$ cat config.mk
export PLATFORM = sky130hd
export DESIGN_NAME = ptn_sequencer
export DESIGN_NICKNAME = d
export VERILOG_FILES = /design/src/rtl/ptn_sequencer_pkg.sv /design/src/rtl/ptn_sequencer_btn_debounce.sv /design/src/rtl/ptn_sequencer.sv
export SDC_FILE = /design/constraint.sdc
export NUM_CORES = 1
export LEC_CHECK = 0
export CAP_MARGIN = 0
export CELL_PAD_IN_SITES_DETAIL_PLACEMENT = 0
export CELL_PAD_IN_SITES_GLOBAL_PLACEMENT = 1
export CORE_MARGIN = 2
export CORE_UTILIZATION = 28
export DETAILED_ROUTE_END_ITERATION = 8
export GPL_TIMING_DRIVEN = 0
export MAX_ROUTING_LAYER = met4
export PLACE_DENSITY = 0.71
export SETUP_SLACK_MARGIN = 0.3
export SYNTH_ARGS = -nofsm -noshare
export SYNTH_HDL_FRONTEND = slang
export SYNTH_SLANG_ARGS = --single-unit
$ cat constraint.sdc
create_clock -name PCK -period 2.71 [get_ports PCK]
set_input_delay 0.6775 -clock PCK [delete_from_list [all_inputs] [get_ports PCK]]
set_output_delay 0.6775 -clock PCK [all_outputs]
set_load 0.1 [all_outputs]
$ cat src/rtl/ptn_sequencer_pkg.sv
// Shared definitions for the VGA pattern sequencer.
// Holds the sequencer FSM encoding and the default scroll limit.
// The scroll limit comes from the active line width minus the pattern tile width.
package ptn_sequencer_pkg;

    localparam int H_ACTIVE     = 640;
    localparam int PTN_TILE_W   = 128;
    // The scroll limit keeps a full tile on screen at the right-hand edge.
    localparam int ANIM_MAX_DEF = H_ACTIVE - PTN_TILE_W;

    typedef enum logic [1:0] {
        S_INIT   = 2'd0,
        S_AUTO   = 2'd1,
        S_MANUAL = 2'd2
    } state_t;

endpackage

$ cat src/rtl/ptn_sequencer_btn_debounce.sv
// Push-button conditioner: 2-FF synchroniser, stability counter, rising-edge pulse.
// Latency: 2 sync cycles + DEB_CYCLES before the pulse; no backpressure.
// Ports: pck_i/rst_i clock and sync active-high reset, btn_i raw button, rise_o one-cycle pulse.
module btn_debounce #(
    parameter int DEB_CYCLES = 250000
) (
    input  logic pck_i,
    input  logic rst_i,
    input  logic btn_i,
    output logic rise_o
);

    localparam int CW = (DEB_CYCLES > 1) ? $clog2(DEB_CYCLES) : 1;
    localparam logic [CW-1:0] CNT_LAST = CW'(DEB_CYCLES - 1);

    logic          sync1_q, sync2_q;
    logic          level_q, level_d;
    logic [CW-1:0] cnt_q, cnt_d;

    // Counter only runs while the synchronised input disagrees with the
    // accepted level; any agreement (a glitch ending) restarts it at zero.
    always_comb begin
        level_d = level_q;
        cnt_d   = '0;
        if (sync2_q != level_q) begin
            if (cnt_q == CNT_LAST) begin
                level_d = sync2_q;
            end else begin
                cnt_d = cnt_q + 1'b1;
            end
        end
    end

    // Pulse is asserted in the cycle whose edge raises the debounced level.
    assign rise_o = level_d & ~level_q;

    always_ff @(posedge pck_i) begin
        if (rst_i) begin
            sync1_q <= 1'b0;
            sync2_q <= 1'b0;
            level_q <= 1'b0;
            cnt_q   <= '0;
        end else begin
            sync1_q <= btn_i;
            sync2_q <= sync1_q;
            level_q <= level_d;
            cnt_q   <= cnt_d;
        end
    end

endmodule

$ cat src/rtl/ptn_sequencer.sv
// Frame-synchronous pattern selector and scroll-offset generator for the VGA pattern datapath.
// Latency: FRAME_START one cycle after HCNT==VCNT==0; PTN_SEL/ANIM_OFS/AUTO_ACT change on that edge only.
// Ports: PCK/RST, VCNT/HCNT counters, BTN_NEXT/AUTO_EN/SPEED controls; PTN_SEL, ANIM_OFS, FRAME_START, AUTO_ACT out.
module ptn_sequencer
    import ptn_sequencer_pkg::*;
#(
    parameter int NUM_PTN        = 5,
    parameter int FRAMES_PER_PTN = 120,
    parameter int DEB_CYCLES     = 250000,
    parameter int ANIM_MAX       = ANIM_MAX_DEF
) (
    input  logic        PCK,
    input  logic        RST,
    input  logic [9:0]  VCNT,
    input  logic [9:0]  HCNT,
    input  logic        BTN_NEXT,
    input  logic        AUTO_EN,
    input  logic [1:0]  SPEED,
    output logic [2:0]  PTN_SEL,
    output logic [10:0] ANIM_OFS,
    output logic        FRAME_START,
    output logic        AUTO_ACT
);

    localparam logic [9:0]  FCNT_LAST = 10'(FRAMES_PER_PTN - 1);
    localparam logic [2:0]  PTN_LAST  = 3'(NUM_PTN - 1);
    localparam logic [10:0] OFS_MAX   = 11'(ANIM_MAX);

    logic        fs_raw;
    logic        fs_q;
    logic        auto_s1_q, auto_s2_q;
    logic        btn_rise;
    logic        adv;
    logic [10:0] ofs_sum;

    state_t      state_q, state_d;
    logic [9:0]  frame_cnt_q, frame_cnt_d;
    logic        pend_q, pend_d;
    logic [2:0]  ptn_q, ptn_d;
    logic [10:0] ofs_q, ofs_d;

    btn_debounce #(
        .DEB_CYCLES(DEB_CYCLES)
    ) u_btn_debounce (
        .pck_i (PCK),
        .rst_i (RST),
        .btn_i (BTN_NEXT),
        .rise_o(btn_rise)
    );

    assign fs_raw  = (VCNT == 10'd0) && (HCNT == 10'd0);
    assign ofs_sum = ofs_q + {9'd0, SPEED};

    always_comb begin
        state_d     = state_q;
        frame_cnt_d = frame_cnt_q;
        ptn_d       = ptn_q;
        ofs_d       = ofs_q;
        // A press landing on a boundary edge is kept for the next boundary,
        // since the advance decision below only looks at the old pend_q.
        pend_d      = pend_q | btn_rise;
        adv         = 1'b0;

        if (fs_raw) begin
            if (state_q == S_INIT) begin
                // First boundary only chooses the mode; no advance or scroll.
                state_d     = auto_s2_q ? S_AUTO : S_MANUAL;
                frame_cnt_d = '0;
            end else begin
                adv = pend_q | ((state_q == S_AUTO) && (frame_cnt_q == FCNT_LAST));
                if (adv) begin
                    ptn_d       = (ptn_q == PTN_LAST) ? 3'd0 : ptn_q + 3'd1;
                    frame_cnt_d = '0;
                    ofs_d       = '0;
                    pend_d      = btn_rise;
                end else begin
                    if (state_q == S_AUTO) begin
                        frame_cnt_d = frame_cnt_q + 10'd1;
                    end
                    ofs_d = (ofs_sum > OFS_MAX) ? 11'd0 : ofs_sum;
                end
                state_d = auto_s2_q ? S_AUTO : S_MANUAL;
                if (auto_s2_q && (state_q != S_AUTO)) begin
                    frame_cnt_d = '0;
                end
            end
        end
    end

    always_ff @(posedge PCK) begin
        if (RST) begin
            fs_q        <= 1'b0;
            auto_s1_q   <= 1'b0;
            auto_s2_q   <= 1'b0;
            state_q     <= S_INIT;
            frame_cnt_q <= '0;
            pend_q      <= 1'b0;
            ptn_q       <= '0;
            ofs_q       <= '0;
        end else begin
            fs_q        <= fs_raw;
            auto_s1_q   <= AUTO_EN;
            auto_s2_q   <= auto_s1_q;
            state_q     <= state_d;
            frame_cnt_q <= frame_cnt_d;
            pend_q      <= pend_d;
            ptn_q       <= ptn_d;
            ofs_q       <= ofs_d;
        end
    end

    assign PTN_SEL     = ptn_q;
    assign ANIM_OFS    = ofs_q;
    assign FRAME_START = fs_q;
    assign AUTO_ACT    = (state_q == S_AUTO);

endmodule

==> results.cfg, run 1 <==
[run_status]
run_status = finished clean

[cts]
insertion_delay_ns = 0.31
clock-root-buffer = clkbuf_8
cts.clk_slew.worst_paths_ns = 0.10
cts_tree = done
cts_made_buffers = 5
cts_max_path_buffers = 2
cts.sinks = 51
htree_levels = 2

[timing]
setup_viol = 0
finClkSkew_ns = 0.0110
rsz0062_at_grt = false
period_needed_ns = 2.33
fin_crit_sh_pct = 85.8
tns_ns = 0
tightest_slew_ns = 0.970
setup_ws_ns = 0.384
relSlewSlack_pct = 35.6
finalHoldViolCount = 0
maxSlewViolCount = 0
max_freq_ghz = 0.430

[logic_synthesis]
syn_nets = 355
synth.distinct_cells = 55
synth_edf_count = 0
synth_top_area_share_pct = 36.7
ys.flop_type = dfxtp_1
yosysWarnings = 0
ys_async_sr_fraction_pct = 0
ys_seq_area_share_pct = 36.7
netlist.top_cell.by_area = dfxtp_1
netlist_area_um2 = 2780
synthTopCellsByArea = dfxtp_1, nand2_1, nor2_1, xnor2_1, xor2_1
synth_seq_cells = 51
avgSynthCellArea_um2 = 8.64
synth_cells = 322

[setup_path]
worstSetupPathType = input port to flip-flop
cp.arrival_ns = 2.57
cpPeakStageDelay_ns = 0.34
crit_path_top_delay_cell = a2111oi_4
cp_max_fo = 5
start_kind = input port
crit_path_end_kind = flip-flop
crit_chain = buf_8 -> ha_4 -> a21o_4 -> a211o_1 -> a2111oi_4 -> buf_4 -> a31oi_4 -> nand4b_1 -> a21oi_1
cp_data_required_time_ns = 2.96

[floorplan]
core_um2 = 9730
io_pins = 42
rows = 36
die_y_um = 104
initial_core_util_pct = 28.6
die_area_um2 = 10700
die_w_um = 104

[placement]
dpl.hpwl_mm = 4.45
place_ws_ns = -0.432
portBuffers = 41
routabilityCongestion = 0.805

[global_routing]
antenna_found_initial = 0
grt_pass1_vias = 2298
grt_use_total_pct = 12.5
grt_pass1_wl_mm = 10.8
overflow = 0
grt_max_degree = 18

[layout]
utilization_pct = 38.1
fin_nets = 414
drive_gt1_share_pct = 21.5
area_delta_synth_final_pct = 33.1
n_antenna_cell = 0
multiInputGateArea_um2 = 1740
fill_cells = 1015
register_area_um2 = 1030

[route]
dr.pass1.iters = 4
route.vias.total = 2455
drt-initial-drc-count = 105
route.detailed.drc = 0
post_drt_wl_per_cell_um = 12.3
ant_nets = 0
vias_per_cell = 4.77
wl_mm = 6.35

[job]
drv_cap = 0

[worst_hold_path]
hold_class = flip-flop to flip-flop

[power_and_ir_drop]
leakage_nw = 1.40
power_density_nw_per_um2 = 372
irDropWorstVdd_uv = 189
-- critical path, delay by kind of cell --
family          cells  cell delay [ns]
simple gates        1             0.21
fa+ha+maj           1             0.21
compound gates      5             1.18
buf+inv             2             0.29
-- Yosys cell counts, types with 2 or more instances --
library cell / instances
clkbuf_1: 2
or3_1: 9
inv_1: 6
mux2i_1: 5
nand3b_1: 10
o31ai_1: 2
a21o_1: 6
a21o_2: 2
nand3_1: 11
xnor2_1: 10
ha_1: 6
dfxtp_1: 51
nor2_1: 33
nand2_1: 39
o21ai_0: 15
nand2b_1: 2
xor2_1: 10
and3_1: 12
a21oi_2: 4
clkbuf_8: 3
nor4_1: 3
nand4b_1: 2
buf_2: 4
a21oi_1: 14
buf_6: 5
nor2b_1: 5
or2_2: 5
nor3b_1: 2
nor3_1: 6
nor4_2: 4
nand4_1: 9
and2_1: 2
-- worst paths after layout --
check	startpoint	end	slack (ns)	cells after the start
worst max-delay path	SPEED[1]	ANIM_OFS[0]$_SDFFE_PP0P_	0.38	9
worst min-delay path	u_btn_debounce.sync1_q$_SDFF_PP0_	u_btn_debounce.sync2_q$_SDFF_PP0_	0.45	1
worst max register to register	ANIM_OFS[1]$_SDFFE_PP0P_	ANIM_OFS[0]$_SDFFE_PP0P_	0.43	8
worst min register to register	u_btn_debounce.sync1_q$_SDFF_PP0_	u_btn_debounce.sync2_q$_SDFF_PP0_	0.45	1
-- cell type report --
class	count	share of cell area, %
Multi-Input combinational cell	251	46.9
Sequential cell	51	27.9
Timing Repair Buffer	51	13.5
Tap cell	133	4.49
Buffer	15	3.58
Clock buffer	6	2.53
Inverter	6	0.608
Clock inverter	2	0.439
-- metal layers --
metal / track usage, % / part of all wire, % / wire length, um
met3: 2.58 / 3.5 / 222
met5: - / 0 / 0
met1: 16.3 / 49 / 3120
met2: 19.5 / 46 / 2920
met4: 3.76 / 1.3 / 84
-- layout by cell type, fill, tap and decap left out, types with 7 or more instances in the layout --
cell type / synthesis / routed
dfxtp_1: 51 / 45
nand2_1: 39 / 39
nor2_1: 33 / 33
dlygate4sd2_1: 0 / 16
o21ai_0: 15 / 14
dlymetal6s2s_1: 0 / 14
a21oi_1: 14 / 12
and3_1: 12 / 12
nand3_1: 11 / 11
xnor2_1: 10 / 10
nand3b_1: 10 / 10
buf_4: 0 / 10
xor2_1: 10 / 10
nand4_1: 9 / 9
clkbuf_8: 3 / 8
or3_1: 9 / 7
-- timing repair --
action / CTS / global route
hold buffers: 0 / 0
gates cloned: 2 / 0
pin swaps: 16 / 26
setup endpoints to repair: 37 / 33
resized for setup: 40 / 29
setup buffers: 6 / 3
-- metrics by stage --
stage / power (mW) / instance area [um2] / hold slack, ns / std cells
2_1_floorplan: 0.820 / 2820 / 0.414 / 322
3_3_place_gp: 0.871 / 3400 / 0.421 / 496
5_1_grt: 1.44 / 3700 / 0.461 / 515
3_5_place_dp: 0.871 / 3400 / 0.435 / 496
6_report: 1.38 / 3700 / 0.451 / 515
4_1_cts: 1.40 / 3620 / 0.459 / 512
-- kinds of logic (layout without fill, tap and decap cells) --
family                     count (synthesis)  count (layout)  synth area share [%]
and+or+nand+nor                          163             163                  31.8
AOI/OAI and AO/OA                         55              56                  14.5
DFF                                       51              51                  36.7
buffers and inverters                     21              80                  5.44
xor gates and xnor gates                  20              20                  6.30
adders and majority gates                  7               7                  3.42
muxes                                      5               5                  1.80
-- where the power goes --
part / leakage (nW) / internal, mW / switching, mW
sequential: 0.415 / 0.751 / 0.00300
combinational: 0.927 / 0.0538 / 0.0493
clock: 0.0530 / 0.242 / 0.278
total: 1.40 / 1.05 / 0.331
-- state kept, by name (all words and copies together) (netlist names) --
register and count:
auto_s2_q 1, u_btn_debounce.sync1_q 1, u_btn_debounce.sync2_q 1, pend_q 1, state_q 2, PTN_SEL 3
frame_cnt_q 10, auto_s1_q 1, ANIM_OFS 11, u_btn_debounce.cnt_q 18, FRAME_START 1, u_btn_debounce.level_q 1
Power figures use the tool's default switching activity.
==> inputs of run 2 (changes only) <==
--- a/config.mk
+++ b/config.mk
@@ -13,7 +13,7 @@
 export DETAILED_ROUTE_END_ITERATION = 8
 export GPL_TIMING_DRIVEN = 0
 export MAX_ROUTING_LAYER = met4
-export PLACE_DENSITY = 0.71
+export PLACE_DENSITY_LB_ADDON = 0.1
 export SETUP_SLACK_MARGIN = 0.3
 export SYNTH_ARGS = -nofsm -noshare
 export SYNTH_HDL_FRONTEND = slang
==> run 2 against run 1 <==
Worst hold slack gained 0.011 ns; sequential cell count is the same; non-clock buffer count is the same; core utilization shrank 0.27 points; die area is the same; final area shrank 0.71%; global-route usage grew 1.2 points; routed wire length grew 8.7%; cell count is the same; critical endpoint is now ANIM_OFS[8]; highest routed layer unchanged.
==> results.cfg, run 2 (synthesis gave the netlist of run 1 again) <==
[route]
wl_mm = 6.90
route.vias.total = 2418
ant_nets = 0
route.detailed.drc = 0
post_drt_wl_per_cell_um = 13.4
drt-initial-drc-count = 55
dr.pass1.iters = 6
vias_per_cell = 4.70

[layout]
fin_area_um2 = 3680
layout_commonest_cell = dfxtp_1
register_area_um2 = 1030
n_antenna_cell = 0
largest_register_ffs = 18
area_delta_synth_final_pct = 32.2
fin_nets = 414
drive_gt1_share_pct = 22.0
regMostFlops = u_btn_debounce.cnt_q
fill_cells = 1020
layout_common_cells = dfxtp_1, nand2_1, nor2_1
multiInputGateArea_um2 = 1760

[setup_path]
worst-path-buf-inv = 1
cpLargestDelayFamily = buffers and inverters
start_kind = flip-flop
crit_start = ANIM_OFS[8]$_SDFFE_PP0P_
endpoint = ANIM_OFS[8]
crit_chain = dlygate4sd2_1
cp.arrival_ns = 1.67
r2r_cells = 7
cp_max_fo = 7
r2r_end = frame_cnt_q[6]$_SDFFE_PP0P_
worstSetupPathType = flip-flop to primary output
crit_path_top_delay_cell = dlygate4sd2_1
timing.rr.start = frame_cnt_q[0]$_SDFFE_PP0P_
cp.depth = 1
cp_data_required_time_ns = 2.03
ff2ff_setup_slack_ns = 0.53
cpPeakStageDelay_ns = 0.89
crit_path_end_kind = primary output

[floorplan]
die_w_um = 104
rows = 36
die_area_um2 = 10700
core_um2 = 9730
io_pins = 42
die_y_um = 104
initial_core_util_pct = 28.6

[cts]
cts.sinks = 51
cts_tree = done
cts_max_path_buffers = 2
insertion_delay_ns = 0.32
clock-root-buffer = clkbuf_8
cts.clk_slew.worst_paths_ns = 0.11
htree_levels = 2
cts_made_buffers = 5

[global_routing]
antenna_found_initial = 0
overflow = 0
grt_max_degree = 19
grt_use_total_pct = 13.7
grt-busiest-layer = met2
use_met1_pct = 17.3
grtUsageMet2_pct = 22.2
grt_pass1_vias = 2377
grt_use_met3_pct = 2.77
grt_pass1_wl_mm = 11.8

[timing]
period_needed_ns = 2.35
tns_ns = 0
finClkSkew_ns = 0.00590
maxSlewViolCount = 0
relSlewSlack_pct = 35.9
fin_crit_sh_pct = 86.7
max_freq_ghz = 0.426
finalHoldViolCount = 0
tightest_slew_ns = 0.965
rsz0062_at_grt = false
setup_viol = 0

[placement]
routabilityCongestion = 0.755
placed_cell_area_um2 = 3400
dpl.hpwl_mm = 4.83
portBuffers = 41

[power_and_ir_drop]
power_density_nw_per_um2 = 367
leakage_nw = 1.33
irDropWorstVdd_uv = 173
report.power.total_mw = 1.35

[worst_hold_path]
hold_class = flip-flop to flip-flop

[run_status]
run_status = finished clean

[job]
drv_cap = 0
[run 2: layout make-up]
cell class	count	area share [%]
Inverter	6	0.613
Buffer	15	3.61
Timing Repair Buffer	51	12.6
Multi-Input combinational cell	251	47.9
Tap cell	133	4.53
Clock inverter	3	0.783
Clock buffer	5	1.87
Sequential cell	51	28.1
[run 2: layer usage]
layer  share of wire (%)  up-vias
met2                  46       39
met3                 3.2        7
li1                    -     1248
met5                   0        -
met1                  50     1124
met4                 1.2        0
[run 2: worst min-delay path by stage]
stage | endpoint | from | depth (start not counted) | slack (ns)
floorplan | auto_s2_q$_SDFF_PP0_ | auto_s1_q$_SDFF_PP0_ | 1 | 0.41
global placement | auto_s2_q$_SDFF_PP0_ | auto_s1_q$_SDFF_PP0_ | 1 | 0.43
detailed placement | u_btn_debounce.cnt_q[0]$_SDFF_PP0_ | u_btn_debounce.cnt_q[0]$_SDFF_PP0_ | 1 | 0.45
CTS | u_btn_debounce.sync2_q$_SDFF_PP0_ | u_btn_debounce.sync1_q$_SDFF_PP0_ | 1 | 0.47
global route | u_btn_debounce.sync2_q$_SDFF_PP0_ | u_btn_debounce.sync1_q$_SDFF_PP0_ | 1 | 0.48
finish | u_btn_debounce.sync2_q$_SDFF_PP0_ | u_btn_debounce.sync1_q$_SDFF_PP0_ | 1 | 0.46
[run 2: worst register-to-register path, delay by kind of cell (launching register included)]
family	cells	cell delay, ns
flops	1	0.34
fa+ha+maj	1	0.24
simple gates	4	0.86
compound gates	2	0.66
[run 2: what timing repair did]
action / 4_1_cts / 5_1_grt
gates resized for setup: 48 / 25
pin swaps: 26 / 17
buffers inserted: 7 / 2
setup endpoints to repair: 44 / 29
hold buffers: 0 / 0
cloned: 2 / 0
[run 2: report_power, final]
part           total (mW)  leakage (nW)  internal [mW]  switching, mW
Clock               0.493        0.0502          0.192          0.300
Sequential          0.755         0.415          0.752        0.00360
Combinational       0.103         0.867         0.0502         0.0528
[run 2: per-stage QoR]
stage | hold WS [ns] | cells | setup slack (ns) | utilization, %
final | 0.461 | 515 | 0.362 | 37.8
after global routing | 0.479 | 515 | 0.300 | 37.8
after CTS | 0.470 | 513 | 0.254 | 37.0
after detailed placement | 0.447 | 496 | -0.432 | 34.9
after global placement | 0.432 | 496 | -0.459 | 34.9
after floorplan | 0.414 | 322 | 0.315 | -
==> inputs of run 3 (changes only) <==
--- a/config.mk
+++ b/config.mk
@@ -5,9 +5,11 @@
 export SDC_FILE = /design/constraint.sdc
 export NUM_CORES = 1
 export LEC_CHECK = 0
+export ABC_AREA = 0
 export CAP_MARGIN = 0
 export CELL_PAD_IN_SITES_DETAIL_PLACEMENT = 0
 export CELL_PAD_IN_SITES_GLOBAL_PLACEMENT = 1
+export CORE_ASPECT_RATIO = 1.2
 export CORE_MARGIN = 2
 export CORE_UTILIZATION = 28
 export DETAILED_ROUTE_END_ITERATION = 8
@@ -17,4 +19,5 @@
 export SETUP_SLACK_MARGIN = 0.3
 export SYNTH_ARGS = -nofsm -noshare
 export SYNTH_HDL_FRONTEND = slang
+export SYNTH_HIERARCHICAL = 1
 export SYNTH_SLANG_ARGS = --single-unit
==> run 3 against run 2 <==
Cell count decreased by 1.4%; clock-buffer cell count unchanged; clock power increased by 34%; combinational power shrank 25%; largest power group unchanged; sequential power about the same; critical path type is now input port to flip-flop; fmax decreased by 0.65%; clock skew barely moved; via count increased by 3.8%; sequential cell count is the same; global-route usage is 0.52 points higher.
==> results.cfg, run 3 <==
[placement]
portBuffers = 41
routabilityCongestion = 0.735
dpl.hpwl_mm = 4.92
placed_cell_area_um2 = 3340

[logic_synthesis]
ys_seq_area_share_pct = 37.5
synthTopCellsByArea = dfxtp_1, nor2_1, xnor2_1, a21oi_1, nand2_1
synth_seq_cells = 51
netlist_area_um2 = 2720
yosysWarnings = 6
syn_nets = 355
synth_edf_count = 0
synth_cells = 322
synth_top_cells_by_count = dfxtp_1, nor2_1, a21oi_1
yosysMostFrequentCell = dfxtp_1
synth_top_area_share_pct = 37.5
ys_async_sr_fraction_pct = 0
ys.flop_type = dfxtp_1
netlist.top_cell.by_area = dfxtp_1
avgSynthCellArea_um2 = 8.46
synth.distinct_cells = 51

[power_and_ir_drop]
irDropWorstVdd_uv = 215
leakage_nw = 1.31
power_density_nw_per_um2 = 403

[floorplan]
core_um2 = 9520
initial_core_util_pct = 28.6
io_pins = 42
die_area_um2 = 10500
rows = 39
die_y_um = 112
die_w_um = 94.0

[cts]
cts_made_buffers = 5
hold_buffers = 0
cts.sinks = 51
htree_levels = 2
clock-root-buffer = clkbuf_16
cts_max_path_buffers = 2
insertion_delay_ns = 0.30
cts.clk_slew.worst_paths_ns = 0.07
cts_tree = done

[setup_path]
crit_path_top_delay_cell = fa_2
crit_chain = buf_6 -> ha_4 -> fa_2 -> and3_4 -> a31oi_4 -> o21ai_4 -> or2_1 -> or3_1 -> a21oi_2
r2r_end = ANIM_OFS[5]$_SDFFE_PP0P_
start_kind = input port
cp.arrival_ns = 2.59
crit_path_end_kind = flip-flop
cpPeakStageDelay_ns = 0.47
timing.rr.start = ANIM_OFS[0]$_SDFFE_PP0P_
r2r_cells = 8
cp_data_required_time_ns = 2.94
cp_max_fo = 6
worstSetupPathType = input port to flip-flop
ff2ff_setup_slack_ns = 0.46

[global_routing]
antenna_found_initial = 0
grt_pass1_vias = 2462
grt_use_total_pct = 14.2
overflow = 0
grt_max_degree = 18
grt_pass1_wl_mm = 11.7

[layout]
fin_area_um2 = 3700
largest_register_ffs = 18
regMostFlops = u_btn_debounce/cnt_q
area_delta_synth_final_pct = 35.9
fill_cells = 1012
layout_commonest_cell = dfxtp_1
register_area_um2 = 1030
fin_nets = 417
drive_gt1_share_pct = 20.0
layout_common_cells = dfxtp_1, nor2_1, a21oi_1
n_antenna_cell = 0
multiInputGateArea_um2 = 1790

[timing]
relSlewSlack_pct = 33.5
tightest_slew_ns = 1.00
setup_viol = 0
period_needed_ns = 2.36
max_freq_ghz = 0.423
fin_crit_sh_pct = 87.2
tns_ns = 0
finalHoldViolCount = 0
rsz0062_at_grt = false
finClkSkew_ns = 0.00631
maxSlewViolCount = 0

[route]
ant_nets = 0
vias_per_cell = 4.94
route.detailed.drc = 0
route.vias.total = 2510
drt-initial-drc-count = 79
wl_mm = 6.85
dr.pass1.iters = 4
post_drt_wl_per_cell_um = 13.5

[worst_hold_path]
min_to = u_btn_debounce/sync2_q$_SDFF_PP0_
holdPathStages = 1
hold_class = flip-flop to flip-flop
hold_start = u_btn_debounce/sync1_q$_SDFF_PP0_

[job]
drv_cap = 0

[run_status]
run_status = finished clean
## run 3: cell count changes after synthesis, sizes merged, moves of 3 or more
cell / delta
nor4: +4
xor2: -6
a21oi: +8
or3: -6
nor3: +6
nand2: -16
mux2i: -3
xnor2: +5
buf: -4
nor2: +7
a21o: -7
o21ai: +7
## run 3: power by group
part,internal [mW],switching (mW)
Combinational,0.0467,0.0303
Sequential,0.751,0.00172
Clock,0.347,0.315
Total,1.14,0.346
## run 3: metal layers
metal	vias to the layer above	global-route usage [%]	wire, um
met5	-	-	0
met4	0	4.06	107
met3	8	3.56	284
met2	46	22.9	3310
met1	1169	17.5	3140
li1	1287	-	-
## run 3: area by class of cell
cell class / count / share of cell area [%]
Inverter: 7 / 0.710
Sequential cell: 51 / 27.9
Clock buffer: 5 / 3.38
Timing Repair Buffer: 55 / 13.3
Multi-Input combinational cell: 253 / 48.3
Buffer: 11 / 1.59
Tap cell: 123 / 4.16
Clock inverter: 3 / 0.609
## run 3: logic make-up (layout without fill, tap and decap cells)
| logic type | after synthesis | in the layout | share of synthesized area [%] |
|---|---|---|---|
| xor+xnor | 19 | 19 | 6.11 |
| compound gates | 66 | 66 | 16.0 |
| flops | 51 | 51 | 37.5 |
| fa+ha+maj | 7 | 7 | 3.49 |
| buf+inv | 18 | 81 | 3.08 |
| simple gates | 159 | 159 | 33.1 |
| mux | 2 | 2 | 0.735 |
## run 3: timing repair
item / 4_1_cts / 5_1_grt
pin swaps: 11 / 11
setup endpoints to repair: 35 / 24
buffers inserted: 8 / 6
resized for setup: 30 / 19
## run 3: metrics by stage
step                      std cells  utilization (%)  power (mW)  setup slack, ns  hold WS (ns)
after floorplan                 322                -       0.790            0.274         0.414
after global placement          486             35.1       0.836           -0.501         0.425
after detailed placement        486             35.1       0.837           -0.487         0.420
after CTS                       502             37.6        1.52            0.303         0.438
after global routing            508             38.9        1.56            0.274         0.469
final                           508             38.9        1.49            0.346         0.438
## run 3: worst max-delay path, delay by kind of cell
family	cells	cell delay [ns]
buffers and inverters	1	0.10
adder cells (fa/ha/maj)	2	0.63
AND/OR/NAND/NOR	3	0.79
AO/OA/AOI/OAI	3	0.40
## run 3: how the worst max path moves through the flow
stage                         from                  endpoint  slack, ns  cells after the start
after global routing      SPEED[0]  ANIM_OFS[5]$_SDFFE_PP0P_       0.27                      9
after detailed placement  SPEED[0]  ANIM_OFS[7]$_SDFFE_PP0P_      -0.49                      9
final                     SPEED[0]  ANIM_OFS[5]$_SDFFE_PP0P_       0.35                      9
after floorplan           SPEED[0]  ANIM_OFS[5]$_SDFFE_PP0P_       0.27                      8
after global placement    SPEED[0]  ANIM_OFS[7]$_SDFFE_PP0P_      -0.50                      9
after CTS                 SPEED[1]  ANIM_OFS[5]$_SDFFE_PP0P_       0.30                      8
